==> src/rtl/uart_pkg.sv <==
// uart_pkg: shared types and helpers for the UART transmitter slice.
//   uart_tx_state_e : transmitter FSM states
//   parity_mode_e   : run-time parity selection (code 3 behaves as none)
//   div_calc        : clocks per baud tick for a given clock/baud/oversampling
package uart_pkg;

   typedef enum logic [2:0] {
      IDLE   = 3'd0,
      START  = 3'd1,
      DATA   = 3'd2,
      PARITY = 3'd3,
      STOP   = 3'd4
   } uart_tx_state_e;

   typedef enum logic [1:0] {
      PAR_NONE = 2'd0,
      PAR_EVEN = 2'd1,
      PAR_ODD  = 2'd2
   } parity_mode_e;

   function automatic int div_calc(input int clk_hz, input int baud, input int ovs);
      return clk_hz / (baud * ovs);
   endfunction

endpackage

==> src/rtl/uart_tx_frame_baud_gen.sv <==
// uart_baud_gen: restartable baud tick divider.
//   clk  : system clock
//   rst  : synchronous active-low reset
//   en   : count enable; while low the divider is held at 0 so every
//          frame starts from a fresh phase
//   tick : one-clock pulse every DIV clocks while enabled
module uart_baud_gen #(
   parameter int DIV = 1
) (
   input  logic clk,
   input  logic rst,
   input  logic en,
   output logic tick
);
   import uart_pkg::*;

   localparam int CW = (DIV > 1) ? $clog2(DIV) : 1;

   logic [CW-1:0] cnt_r;

   assign tick = en && (cnt_r == CW'(DIV - 1));

   // divider count: wraps after DIV-1, cleared whenever disabled
   always_ff @(posedge clk) begin
      if (!rst) begin
         cnt_r <= '0;
      end else if (!en || tick) begin
         cnt_r <= '0;
      end else begin
         cnt_r <= cnt_r + CW'(1);
      end
   end

endmodule

==> src/rtl/uart_tx_frame.sv <==
// uart_tx_frame: parametrised UART transmitter with valid/ready input.
//   clk, rst    : system clock, synchronous active-low reset
//   in_data     : payload, bit 0 sent first
//   in_valid    : payload offered; in_ready: payload accepted when both high
//   parity_mode : 0/3 none, 1 even, 2 odd; latched at accept
//   tx          : registered serial line, idles high
//   tx_busy     : frame (or break sequence) in progress, equals !in_ready
//   tx_done     : one-clock pulse as the last stop bit ends
// Optional macro UART_TX_BREAK_EN adds input break_req: while held in IDLE
// the line is forced low, then held high for one bit time before in_ready.
module uart_tx_frame
   import uart_pkg::*;
#(
   parameter int CLK_FREQ_HZ = 100_000_000,
   parameter int BAUD        = 9600,
   parameter int OVS         = 16,
   parameter int DATA_BITS   = 8,
   parameter int STOP_BITS   = 1
) (
   input  logic                 clk,
   input  logic                 rst,
   input  logic [DATA_BITS-1:0] in_data,
   input  logic                 in_valid,
   output logic                 in_ready,
   input  logic [1:0]           parity_mode,
`ifdef UART_TX_BREAK_EN
   input  logic                 break_req,
`endif
   output logic                 tx,
   output logic                 tx_busy,
   output logic                 tx_done
);

   localparam int DIV = div_calc(CLK_FREQ_HZ, BAUD, OVS);
   localparam int BCW = $clog2(DATA_BITS);
   localparam int TCW = $clog2(OVS);

   if (DIV < 1) begin : g_div_check
      $error("uart_tx_frame: CLK_FREQ_HZ/(BAUD*OVS) must be at least 1");
   end

   uart_tx_state_e       state_r, state_s;
   logic [DATA_BITS-1:0] shift_r, shift_s;
   logic [BCW-1:0]       bit_cnt_r, bit_cnt_s;
   logic [TCW-1:0]       tick_cnt_r, tick_cnt_s, tick_adv_s;
   logic                 stop_cnt_r, stop_cnt_s;
   logic                 par_en_r, par_en_s;
   logic                 par_bit_r, par_bit_s;
   logic                 tx_r, tx_s;
   logic                 in_ready_r, in_ready_s;
   logic                 tx_done_r, tx_done_s;
   logic                 tick_s, bit_end_s, accept_s, baud_en_s;
`ifdef UART_TX_BREAK_EN
   logic                 brk_on_r, brk_on_s;
   logic                 brk_rec_r, brk_rec_s;
`endif

   assign accept_s  = in_valid && in_ready_r;
   assign bit_end_s = tick_s && (tick_cnt_r == TCW'(OVS - 1));
`ifdef UART_TX_BREAK_EN
   assign baud_en_s = (state_r != IDLE) || brk_rec_r;
`else
   assign baud_en_s = (state_r != IDLE);
`endif

   uart_baud_gen #(.DIV(DIV)) u_baud (
      .clk  (clk),
      .rst  (rst),
      .en   (baud_en_s),
      .tick (tick_s)
   );

   // next-state and datapath update for the frame sequencer
   always_comb begin
      state_s    = state_r;
      shift_s    = shift_r;
      bit_cnt_s  = bit_cnt_r;
      stop_cnt_s = stop_cnt_r;
      par_en_s   = par_en_r;
      par_bit_s  = par_bit_r;
      tx_done_s  = 1'b0;
`ifdef UART_TX_BREAK_EN
      brk_on_s   = brk_on_r;
      brk_rec_s  = brk_rec_r;
`endif
      if (bit_end_s) begin
         tick_adv_s = '0;
      end else if (tick_s) begin
         tick_adv_s = tick_cnt_r + TCW'(1);
      end else begin
         tick_adv_s = tick_cnt_r;
      end
      tick_cnt_s = tick_adv_s;

      case (state_r)
         IDLE: begin
            tick_cnt_s = '0;
            if (accept_s) begin
               state_s    = START;
               shift_s    = in_data;
               bit_cnt_s  = '0;
               stop_cnt_s = 1'b0;
               par_en_s   = (parity_mode == PAR_EVEN) || (parity_mode == PAR_ODD);
               par_bit_s  = (parity_mode == PAR_ODD) ? ~(^in_data) : (^in_data);
            end
`ifdef UART_TX_BREAK_EN
            else if (break_req) begin
               brk_on_s  = 1'b1;
               brk_rec_s = 1'b0;
            end else if (brk_on_r) begin
               // break released: start the one-bit high recovery period
               brk_on_s  = 1'b0;
               brk_rec_s = 1'b1;
            end else if (brk_rec_r) begin
               tick_cnt_s = tick_adv_s;
               brk_rec_s  = !bit_end_s;
            end
`endif
            else begin
               state_s = IDLE;
            end
         end
         START: begin
            if (bit_end_s) begin
               state_s   = DATA;
               bit_cnt_s = '0;
            end else begin
               state_s = START;
            end
         end
         DATA: begin
            if (bit_end_s) begin
               shift_s = shift_r >> 1;
               if (bit_cnt_r == BCW'(DATA_BITS - 1)) begin
                  state_s    = par_en_r ? PARITY : STOP;
                  stop_cnt_s = 1'b0;
               end else begin
                  bit_cnt_s = bit_cnt_r + BCW'(1);
               end
            end else begin
               state_s = DATA;
            end
         end
         PARITY: begin
            if (bit_end_s) begin
               state_s    = STOP;
               stop_cnt_s = 1'b0;
            end else begin
               state_s = PARITY;
            end
         end
         STOP: begin
            if (bit_end_s) begin
               if (stop_cnt_r == 1'(STOP_BITS - 1)) begin
                  state_s   = IDLE;
                  tx_done_s = 1'b1;
               end else begin
                  stop_cnt_s = 1'b1;
               end
            end else begin
               state_s = STOP;
            end
         end
         default: begin
            state_s = IDLE;
         end
      endcase
   end

   // line level and ready derived from the upcoming state so both are registered
   always_comb begin
      tx_s       = 1'b1;
      in_ready_s = 1'b0;
      case (state_s)
         IDLE: begin
`ifdef UART_TX_BREAK_EN
            tx_s       = !brk_on_s;
            in_ready_s = !brk_on_s && !brk_rec_s;
`else
            tx_s       = 1'b1;
            in_ready_s = 1'b1;
`endif
         end
         START:   tx_s = 1'b0;
         DATA:    tx_s = shift_s[0];
         PARITY:  tx_s = par_bit_s;
         STOP:    tx_s = 1'b1;
         default: tx_s = 1'b1;
      endcase
   end

   // state and datapath registers
   always_ff @(posedge clk) begin
      if (!rst) begin
         state_r    <= IDLE;
         shift_r    <= '0;
         bit_cnt_r  <= '0;
         tick_cnt_r <= '0;
         stop_cnt_r <= 1'b0;
         par_en_r   <= 1'b0;
         par_bit_r  <= 1'b0;
         tx_r       <= 1'b1;
         in_ready_r <= 1'b1;
         tx_done_r  <= 1'b0;
`ifdef UART_TX_BREAK_EN
         brk_on_r   <= 1'b0;
         brk_rec_r  <= 1'b0;
`endif
      end else begin
         state_r    <= state_s;
         shift_r    <= shift_s;
         bit_cnt_r  <= bit_cnt_s;
         tick_cnt_r <= tick_cnt_s;
         stop_cnt_r <= stop_cnt_s;
         par_en_r   <= par_en_s;
         par_bit_r  <= par_bit_s;
         tx_r       <= tx_s;
         in_ready_r <= in_ready_s;
         tx_done_r  <= tx_done_s;
`ifdef UART_TX_BREAK_EN
         brk_on_r   <= brk_on_s;
         brk_rec_r  <= brk_rec_s;
`endif
      end
   end

   assign tx       = tx_r;
   assign in_ready = in_ready_r;
   assign tx_busy  = !in_ready_r;
   assign tx_done  = tx_done_r;

endmodule

==> config.mk <==
export PLATFORM = sky130hd
export DESIGN_NAME = uart_tx_frame
export DESIGN_NICKNAME = d
export VERILOG_FILES = /design/src/rtl/uart_pkg.sv /design/src/rtl/uart_tx_frame_baud_gen.sv /design/src/rtl/uart_tx_frame.sv
export SDC_FILE = /design/constraint.sdc
export NUM_CORES = 1
export LEC_CHECK = 0
export CORE_ASPECT_RATIO = 0.9
export CORE_MARGIN = 2
export CORE_UTILIZATION = 30
export DETAILED_ROUTE_END_ITERATION = 16
export PLACE_DENSITY_LB_ADDON = 0.25
export SKIP_CTS_REPAIR_TIMING = 1
export SLEW_MARGIN = 20
export SYNTH_ARGS = -nofsm -noshare
export SYNTH_HDL_FRONTEND = slang
export SYNTH_HIERARCHICAL = 1
export SYNTH_SLANG_ARGS = --single-unit
==> constraint.sdc <==
create_clock -name clk -period 2.98 [get_ports clk]
set_input_delay 0.596 -clock clk [delete_from_list [all_inputs] [get_ports clk]]
set_output_delay 0.596 -clock clk [all_outputs]
set_load 0.1 [all_outputs]
==> results.cfg, run 1 <==
[power_and_ir_drop]
peakVddDrop_mv = 0.222
power_density_nw_per_um2 = 520
p_total_mw = 1.05
power.static_leakage_nw = 0.755

[sta]
fin_skew_ns = 0.0125
setup_total_negative_slack_ns = 0
tightest_slew_ns = 0.434
grt_setup_unrepaired = no
fin_crit_ns = 2.54
hold_viol = 0
setup_violations = 0
finalHoldWorstSlack_ns = 0.455
finalCritPeriodShare = 0.851
fmax_mhz = 394
final_max_slew_viol_count = 0
maxSlewHeadroom = 0.710

[yosys]
synth_top_cells_by_area = sky130_fd_sc_hd__dfxtp_1 (40%), sky130_fd_sc_hd__xnor2_1 (4.7%), sky130_fd_sc_hd__ha_1 (4.5%)
postSynthAreaPerCell_um2 = 9.38
ys_types = 50
synth_largest_area_cell = sky130_fd_sc_hd__dfxtp_1
number_of_synthesized_register_bits = 33
synth_top_area_share = 0.398
syn_area_um2 = 1660
synth-edff-count = 0
yosysWarningCount = 6
postSynth.topFlopCell = sky130_fd_sc_hd__dfxtp_1
asyncSetResetFlopFracSynth = 0
synth_sequential_area_ratio = 0.398
synthesis.instances = 177
net_count_after_synthesis = 196

[grt]
grt_pass1_wl_um = 5690
grt_antenna_before_repair = 0
groute.usage.overall = 0.123
first_global_vias = 1207
globalRouteOverflowTotal = 0
grt_start_max_net_pins = 22

[placement]
port_buffers = 16
finalWeightedCongestion = 0.748
detailedPlacementHpwl_um = 2400

[critical_path]
cp_max_fo = 8
timing.rr.end = tx$_SDFF_PN1_
timing.critical_path.from = u_baud/cnt_r[0]$_SDFF_PP0_
setup.worst_path.class = reg2reg
critical-path-max-stage-delay_ns = 0.37
worst_setup_path_start_kind = register
critical_path_arrival_ns = 2.70
reg2reg_slack_ns = 0.44
reg2regPathDepth = 10
critPathRequiredTime_ns = 3.14
worstPathCellList = inv_1 -> ha_1 -> nand4bb_1 -> nor4_1 -> and2_1 -> and4_1 -> a32oi_2 -> a221o_1 -> nor4_2 -> o21ai_1
setup.worst_path.end_class = register
critPathSlowestCell = sky130_fd_sc_hd__a221o_1
reg2reg_from = u_baud/cnt_r[0]$_SDFF_PP0_

[die]
ioPinCount = 17
placementRows = 25
die-area_um2 = 6150
die_y_um = 74.6
dieWidth_um = 82.4
core_um2 = 5290
initial_utilization = 0.314

[layout]
post_route_cells_drive_above_1_share = 0.144
n_antenna_cell = 0
finalNetCount = 219
mostFrequentLayoutCell = sky130_fd_sc_hd__dfxtp_1
final_cell_mix = sky130_fd_sc_hd__dfxtp_1 (33), sky130_fd_sc_hd__nand2_1 (17), sky130_fd_sc_hd__clkdlybuf4s50_1 (12)
areaGrowthSynthToFinish_pct = 21.6

[detailed_routing]
route.vias.total = 1299
dr.first_iter.drc_count = 84
detail_route.wl_per_cell_um = 12.3
postRouteWirelength_um = 3290
detailed_routing_iteration_count_for_the_pre_antenna_repair_pass = 4
viasPerCell = 4.85
route.detailed.drc = 0
antenna_violating_nets_post_route = 0

[clock_network]
clk_latency_ns = 0.28
cts_num_sinks = 33
clk_path_buf_depth = 2
clock_tree.root_cell = sky130_fd_sc_hd__clkbuf_8
clk_pin_slew_worst_paths_ns = 0.07
cts_inserted_buffers = 5
cts_tree = done
h-tree-depth = 2

[outcome]
status = finished clean

[hold_path]
min_delay_path_depth = 2
worst_min_delay_path_category = reg2reg
whs_endpoint = shift_r[3]$_SDFFE_PN0P_
timing.hold.worst.start = shift_r[3]$_SDFFE_PN0P_

[job]
cap_viol_max_count = 0
==> synthesized netlist by cell type, drive strengths merged (5+ instances only) <==
| master | n |
|---|---|
| and3 | 5 |
| nand2 | 17 |
| nand3 | 7 |
| inv | 8 |
| a22oi | 7 |
| dfxtp | 33 |
| a211oi | 5 |
| nor2 | 8 |
| o21ai | 8 |
| a21boi | 8 |
| xnor2 | 9 |
| nor3 | 8 |
| ha | 6 |
==> cells by family after synthesis <==
group | Yosys count | synth area share
AND/OR/NAND/NOR | 71 | 0.261
adder cells (fa/ha/maj) | 6 | 0.0452
buffers and inverters | 12 | 0.0309
flip-flops | 33 | 0.398
multiplexers | 2 | 0.0121
AO/OA/AOI/OAI | 40 | 0.176
XOR/XNOR | 13 | 0.0769
==> layer usage <==
metal	GRT usage	wire [um]	vias to the layer above
met1	0.178	1770	599
met3	0.0328	85	2
met2	0.170	1400	15
li1	-	-	683
met5	0	0	-
met4	0.0556	34	0
==> registers in the layout, summed over array words and instances, names as in the netlist, 3 cells and up <==
signal	count
u_baud/cnt_r	10
shift_r	8
tick_cnt_r	4
bit_cnt_r	3
state_r	3
==> cell type report <==
type,instances,area (um2)
inverters,8,30.0
flip-flops and latches,33,661
multi-input cells,132,948
clock buffers,7,86.3
well taps,67,83.8
fillers,561,3270
clock inverters,1,30.0
repair buffers,20,180
==> critical path, delay by kind of cell (launching register included) <==
kind / cells / cell delay [ns]
AOI/OAI and AO/OA: 3 / 0.67
adders and majority gates: 1 / 0.14
buffers and inverters: 1 / 0.07
DFF: 1 / 0.36
and+or+nand+nor: 5 / 1.18
==> where the power goes <==
part | switching (mW) | total [mW] | internal, mW
clock | 0.159 | 0.432 | 0.273
combinational | 0.0872 | 0.149 | 0.0616
sequential | 0.0117 | 0.469 | 0.458
total | 0.258 | 1.05 | 0.792
==> through the flow <==
| stage | cells | utilization | instance area (um2) | setup WS, ns |
|---|---|---|---|---|
| 2_1_floorplan | 177 | - | 1660 | 0.716 |
| 3_5_place_dp | 260 | 0.360 | 1900 | 0.433 |
| 5_1_grt | 268 | 0.382 | 2020 | 0.238 |
| 6_report | 268 | 0.382 | 2020 | 0.444 |
| 4_1_cts | 268 | 0.382 | 2020 | 0.430 |
| 3_3_place_gp | 260 | 0.360 | 1900 | 0.512 |
==> how the worst max path moves through the flow <==
| stage | end | slack (ns) | cells past startpoint |
|---|---|---|---|
| after floorplan | tx$_SDFF_PN1_ | 0.72 | 10 |
| after global placement | tx$_SDFF_PN1_ | 0.51 | 10 |
| after detailed placement | tx$_SDFF_PN1_ | 0.43 | 10 |
| after CTS | tx$_SDFF_PN1_ | 0.43 | 10 |
| after global routing | tx$_SDFF_PN1_ | 0.24 | 10 |
| final | tx$_SDFF_PN1_ | 0.44 | 10 |
(Power assumes the default switching activity.)
==> run 2, diff against run 1 <==
--- a/config.mk
+++ b/config.mk
@@ -6,10 +6,10 @@
 export NUM_CORES = 1
 export LEC_CHECK = 0
 export CORE_ASPECT_RATIO = 0.9
-export CORE_MARGIN = 2
 export CORE_UTILIZATION = 30
 export DETAILED_ROUTE_END_ITERATION = 16
 export PLACE_DENSITY_LB_ADDON = 0.25
+export REMOVE_ABC_BUFFERS = 1
 export SKIP_CTS_REPAIR_TIMING = 1
 export SLEW_MARGIN = 20
 export SYNTH_ARGS = -nofsm -noshare
==> results.cfg, run 2 (synthesized netlist as in run 1, its figures left out) <==
[outcome]
status = finished clean

[grt]
grt_pass1_wl_um = 5790
first_global_vias = 1208
grt_start_max_net_pins = 22
groute.usage.overall = 0.131
grt_antenna_before_repair = 0
globalRouteOverflowTotal = 0

[critical_path]
setup.worst_path.end_class = register
critical-path-max-stage-delay_ns = 0.39
critical_path_arrival_ns = 2.74
timing.critical_path.from = u_baud/cnt_r[1]$_SDFF_PP0_
worst_setup_path_start_kind = register
critPathSlowestCell = sky130_fd_sc_hd__dfxtp_1
reg2reg_from = u_baud/cnt_r[1]$_SDFF_PP0_
critPathRequiredTime_ns = 3.14
cp_max_fo = 8
worstPathCellList = ha_1 -> nand4bb_1 -> nor4_1 -> and2_1 -> and4_1 -> a32oi_2 -> a221o_1 -> nor4_2 -> o21ai_1
setup.worst_path.class = reg2reg

[layout]
top_register_by_number_of_flip_flops = u_baud/cnt_r
post_route_cells_drive_above_1_share = 0.149
layout.cells.non_filler = 268
fillerInstances = 531
finalNetCount = 219
final_cell_mix = sky130_fd_sc_hd__dfxtp_1 (33), sky130_fd_sc_hd__nand2_1 (17), sky130_fd_sc_hd__clkdlybuf4s50_1 (12)
biggestRegsByFlops = u_baud/cnt_r x10, shift_r x8, tick_cnt_r x4
n_antenna_cell = 0
largest_register_ff_count = 10
mostFrequentLayoutCell = sky130_fd_sc_hd__dfxtp_1
areaGrowthSynthToFinish_pct = 20.7

[die]
core_um2 = 5290
placementRows = 25
die-area_um2 = 5840
dieWidth_um = 80.4
ioPinCount = 17
initial_utilization = 0.314
die_y_um = 72.6

[placement]
finalWeightedCongestion = 0.741
dp_cells = 260
port_buffers = 16
detailedPlacementHpwl_um = 2300

[sta]
final_max_slew_viol_count = 0
finalHoldWorstSlack_ns = 0.456
tightest_slew_ns = 0.450
grt_setup_unrepaired = no
maxSlewHeadroom = 0.700
setup_violations = 0
finalCritPeriodShare = 0.866
hold_viol = 0
fmax_mhz = 388
fin_crit_ns = 2.58
fin_skew_ns = 0.00870

[job]
cap_viol_max_count = 0

[clock_network]
clk_path_buf_depth = 2
cts_tree = done
clock_tree.root_cell = sky130_fd_sc_hd__clkbuf_8
h-tree-depth = 2
clk_latency_ns = 0.28
clk_pin_slew_worst_paths_ns = 0.07
cts_inserted_buffers = 5
cts_num_sinks = 33

[detailed_routing]
postRouteWirelength_um = 3270
detail_route.wl_per_cell_um = 12.2
antenna_violating_nets_post_route = 0
detailed_routing_iteration_count_for_the_pre_antenna_repair_pass = 4
dr.first_iter.drc_count = 57
route.vias.total = 1304
route.detailed.drc = 0
viasPerCell = 4.87

[power_and_ir_drop]
power.static_leakage_nw = 0.751
peakVddDrop_mv = 0.227
power_density_nw_per_um2 = 494

[hold_path]
timing.hold.worst.start = shift_r[4]$_SDFFE_PN0P_
worst_min_delay_path_category = reg2reg
==> run 2: cell count changes in the layout (fill, tap and decap cells not counted), sizes merged <==
cell / before / now
bufinv: 1 / 0
clkinv: 0 / 1
==> run 2: worst paths after layout <==
path,endpoint,slack (ns),cells after the start
max reg2reg,tx$_SDFF_PN1_,0.40,9
min,shift_r[4]$_SDFFE_PN0P_,0.46,2
max,tx$_SDFF_PN1_,0.40,9
min reg2reg,shift_r[4]$_SDFFE_PN0P_,0.46,2
==> run 2: report_power, final <==
part           leakage (nW)  switching, mW  total (mW)  internal, mW
sequential            0.268         0.0115       0.469         0.458
clock                0.0542          0.163       0.371         0.209
combinational         0.428         0.0877       0.149        0.0617
total                 0.751          0.262       0.990         0.728
==> run 2: final cells by class <==
| cell class | instances | area (um2) | share of cell area |
|---|---|---|---|
| Clock buffer | 7 | 96.3 | 0.0481 |
| Multi-Input combinational cell | 132 | 948 | 0.473 |
| Timing Repair Buffer | 20 | 180 | 0.0899 |
| Tap cell | 67 | 83.8 | 0.0418 |
| Sequential cell | 33 | 661 | 0.330 |
| Inverter | 8 | 30.0 | 0.0150 |
| Clock inverter | 1 | 5.00 | 0.00250 |
==> run 2: critical path: cells and delay by family, from the launching register on <==
family	cells	cell delay, ns
and+or+nand+nor	5	1.21
AOI/OAI and AO/OA	3	0.67
DFF	1	0.39
adders and majority gates	1	0.18
==> run 2: through the flow <==
step	utilization	area (um2)	total power [mW]	TNS, ns	setup slack [ns]
floorplan	-	1640	0.580	-0.186	-0.0777
global placement	0.360	1900	0.630	0	0.494
detailed placement	0.360	1900	0.629	0	0.410
CTS	0.379	2000	1.01	0	0.391
global route	0.379	2000	1.04	0	0.119
finish	0.379	2000	0.990	0	0.400
==> run 2: layer usage <==
metal  part of all wire  track usage  vias to the layer above
li1                   -            -                      684
met1               0.56        0.189                      588
met2               0.39        0.183                       28
met3              0.038       0.0338                        4
met4              0.016       0.0536                        0
met5                  0            0                        -
==> run 3, diff against run 2 <==
--- a/config.mk
+++ b/config.mk
@@ -6,7 +6,7 @@
 export NUM_CORES = 1
 export LEC_CHECK = 0
 export CORE_ASPECT_RATIO = 0.9
-export CORE_UTILIZATION = 30
+export CORE_UTILIZATION = 31
 export DETAILED_ROUTE_END_ITERATION = 16
 export PLACE_DENSITY_LB_ADDON = 0.25
 export REMOVE_ABC_BUFFERS = 1
==> results.cfg, run 3 (synthesized netlist as in run 1, its figures left out) <==
[outcome]
status = finished clean

[power_and_ir_drop]
peakVddDrop_mv = 0.328
power_density_nw_per_um2 = 472
power.static_leakage_nw = 0.736
p_total_mw = 0.936

[placement]
detailed_place.area_um2 = 1900
finalWeightedCongestion = 0.816
detailedPlacementHpwl_um = 2310
pre_cts_worst_setup_slack_ns = 0.448
port_buffers = 16

[layout]
multiInputGateArea_um2 = 948
postLayoutCellArea_um2 = 1980
post_route_cells_drive_above_1_share = 0.134
finalNetCount = 219
mostFrequentLayoutCell = sky130_fd_sc_hd__dfxtp_1
sequential_cell_area_in_the_final_layout_um2 = 661
final_cell_mix = sky130_fd_sc_hd__dfxtp_1 (33), sky130_fd_sc_hd__nand2_1 (17), sky130_fd_sc_hd__clkdlybuf4s50_1 (12)
largest_register_ff_count = 10
fillerInstances = 538
top_register_by_number_of_flip_flops = u_baud/cnt_r
n_antenna_cell = 0
areaGrowthSynthToFinish_pct = 19.3
biggestRegsByFlops = u_baud/cnt_r x10, shift_r x8, tick_cnt_r x4
finish.utilization = 0.397

[grt]
first_global_vias = 1285
grt_pass1_wl_um = 6020
groute.usage.overall = 0.138
globalRouteOverflowTotal = 0
grt_antenna_before_repair = 0
grt_start_max_net_pins = 22

[detailed_routing]
postRouteWirelength_um = 3260
antenna_violating_nets_post_route = 0
dr.first_iter.drc_count = 122
route.vias.total = 1305
route.detailed.drc = 0
viasPerCell = 4.91
detailed_routing_iteration_count_for_the_pre_antenna_repair_pass = 4
detail_route.wl_per_cell_um = 12.2

[sta]
fmax_mhz = 393
setup_violations = 0
grt_setup_unrepaired = no
maxSlewHeadroom = 0.703
fin_crit_ns = 2.55
fin_skew_ns = 0.00409
final_max_slew_viol_count = 0
final.setup.worst_slack_ns = 0.433
finalCritPeriodShare = 0.855
hold_viol = 0
finalHoldWorstSlack_ns = 0.451
tightest_slew_ns = 0.446

[die]
core_um2 = 4980
initial_utilization = 0.333
ioPinCount = 17
die-area_um2 = 5650
die_y_um = 71.4
placementRows = 24
dieWidth_um = 79.1

[critical_path]
setup.worst_path.class = reg2reg
cp_max_fo = 8
critical_path_arrival_ns = 2.71
worst_setup_path_start_kind = register
setup.worst_path.end_class = register
critPathRequiredTime_ns = 3.14

[job]
cap_viol_max_count = 0

[clock_network]
clk_path_buf_depth = 2
cts_inserted_buffers = 5
clock_tree.root_cell = sky130_fd_sc_hd__clkbuf_8
clk_pin_slew_worst_paths_ns = 0.06
h-tree-depth = 2
cts_num_sinks = 33
clk_latency_ns = 0.27
cts_tree = done

[hold_path]
worst_min_delay_path_category = reg2reg
[run 3: cell count changes in the layout (fill, tap and decap cells not counted)]
cell,previous run,this run
sky130_fd_sc_hd__clkbuf_1,0,3
sky130_fd_sc_hd__clkbuf_8,7,5
sky130_fd_sc_hd__clkinv_2,1,0
[run 3: path summary, 6_finish.rpt]
path	startpoint	endpoint	slack, ns	cells past startpoint
max reg2reg	u_baud/cnt_r[1]$_SDFF_PP0_	tx$_SDFF_PN1_	0.43	9
min	shift_r[4]$_SDFFE_PN0P_	shift_r[4]$_SDFFE_PN0P_	0.45	2
min reg2reg	shift_r[4]$_SDFFE_PN0P_	shift_r[4]$_SDFFE_PN0P_	0.45	2
max	u_baud/cnt_r[1]$_SDFF_PP0_	tx$_SDFF_PN1_	0.43	9
[run 3: area by class of cell]
cell class	instances	share of cell area
multi-input cells	132	0.479
flip-flops and latches	33	0.334
repair buffers	20	0.0910
well taps	65	0.0411
clock buffers	8	0.0404
inverters	8	0.0152
[run 3: metrics by stage]
step,std cells,TNS [ns]
6_report,266,0
5_1_grt,266,0
4_1_cts,266,0
3_5_place_dp,258,0
3_3_place_gp,258,0
2_1_floorplan,173,-0.186
[run 3: worst max-delay path: stages, from the launching register on]
cell                        delay, ns
sky130_fd_sc_hd__dfxtp_1         0.39
sky130_fd_sc_hd__ha_1            0.17
sky130_fd_sc_hd__nand4bb_1       0.10
sky130_fd_sc_hd__nor4_1          0.31
sky130_fd_sc_hd__and2_1          0.36
sky130_fd_sc_hd__and4_1          0.30
sky130_fd_sc_hd__a32oi_2         0.23
sky130_fd_sc_hd__a221o_1         0.37
sky130_fd_sc_hd__nor4_2          0.14
sky130_fd_sc_hd__o21ai_1         0.08
[run 3: where the power goes]
group          switching (mW)  internal (mW)  total (mW)
registers              0.0112          0.458       0.469
logic                  0.0872         0.0618       0.149
clock network           0.152          0.166       0.318
[run 3: per-layer routing]
layer | wire (um) | share of wire | up-vias | GRT usage
met2 | 1270 | 0.39 | 26 | 0.192
li1 | - | - | 683 | -
met3 | 117 | 0.036 | 5 | 0.0420
met5 | 0 | 0 | - | 0
met1 | 1820 | 0.56 | 591 | 0.200
met4 | 48 | 0.015 | 0 | 0.0485
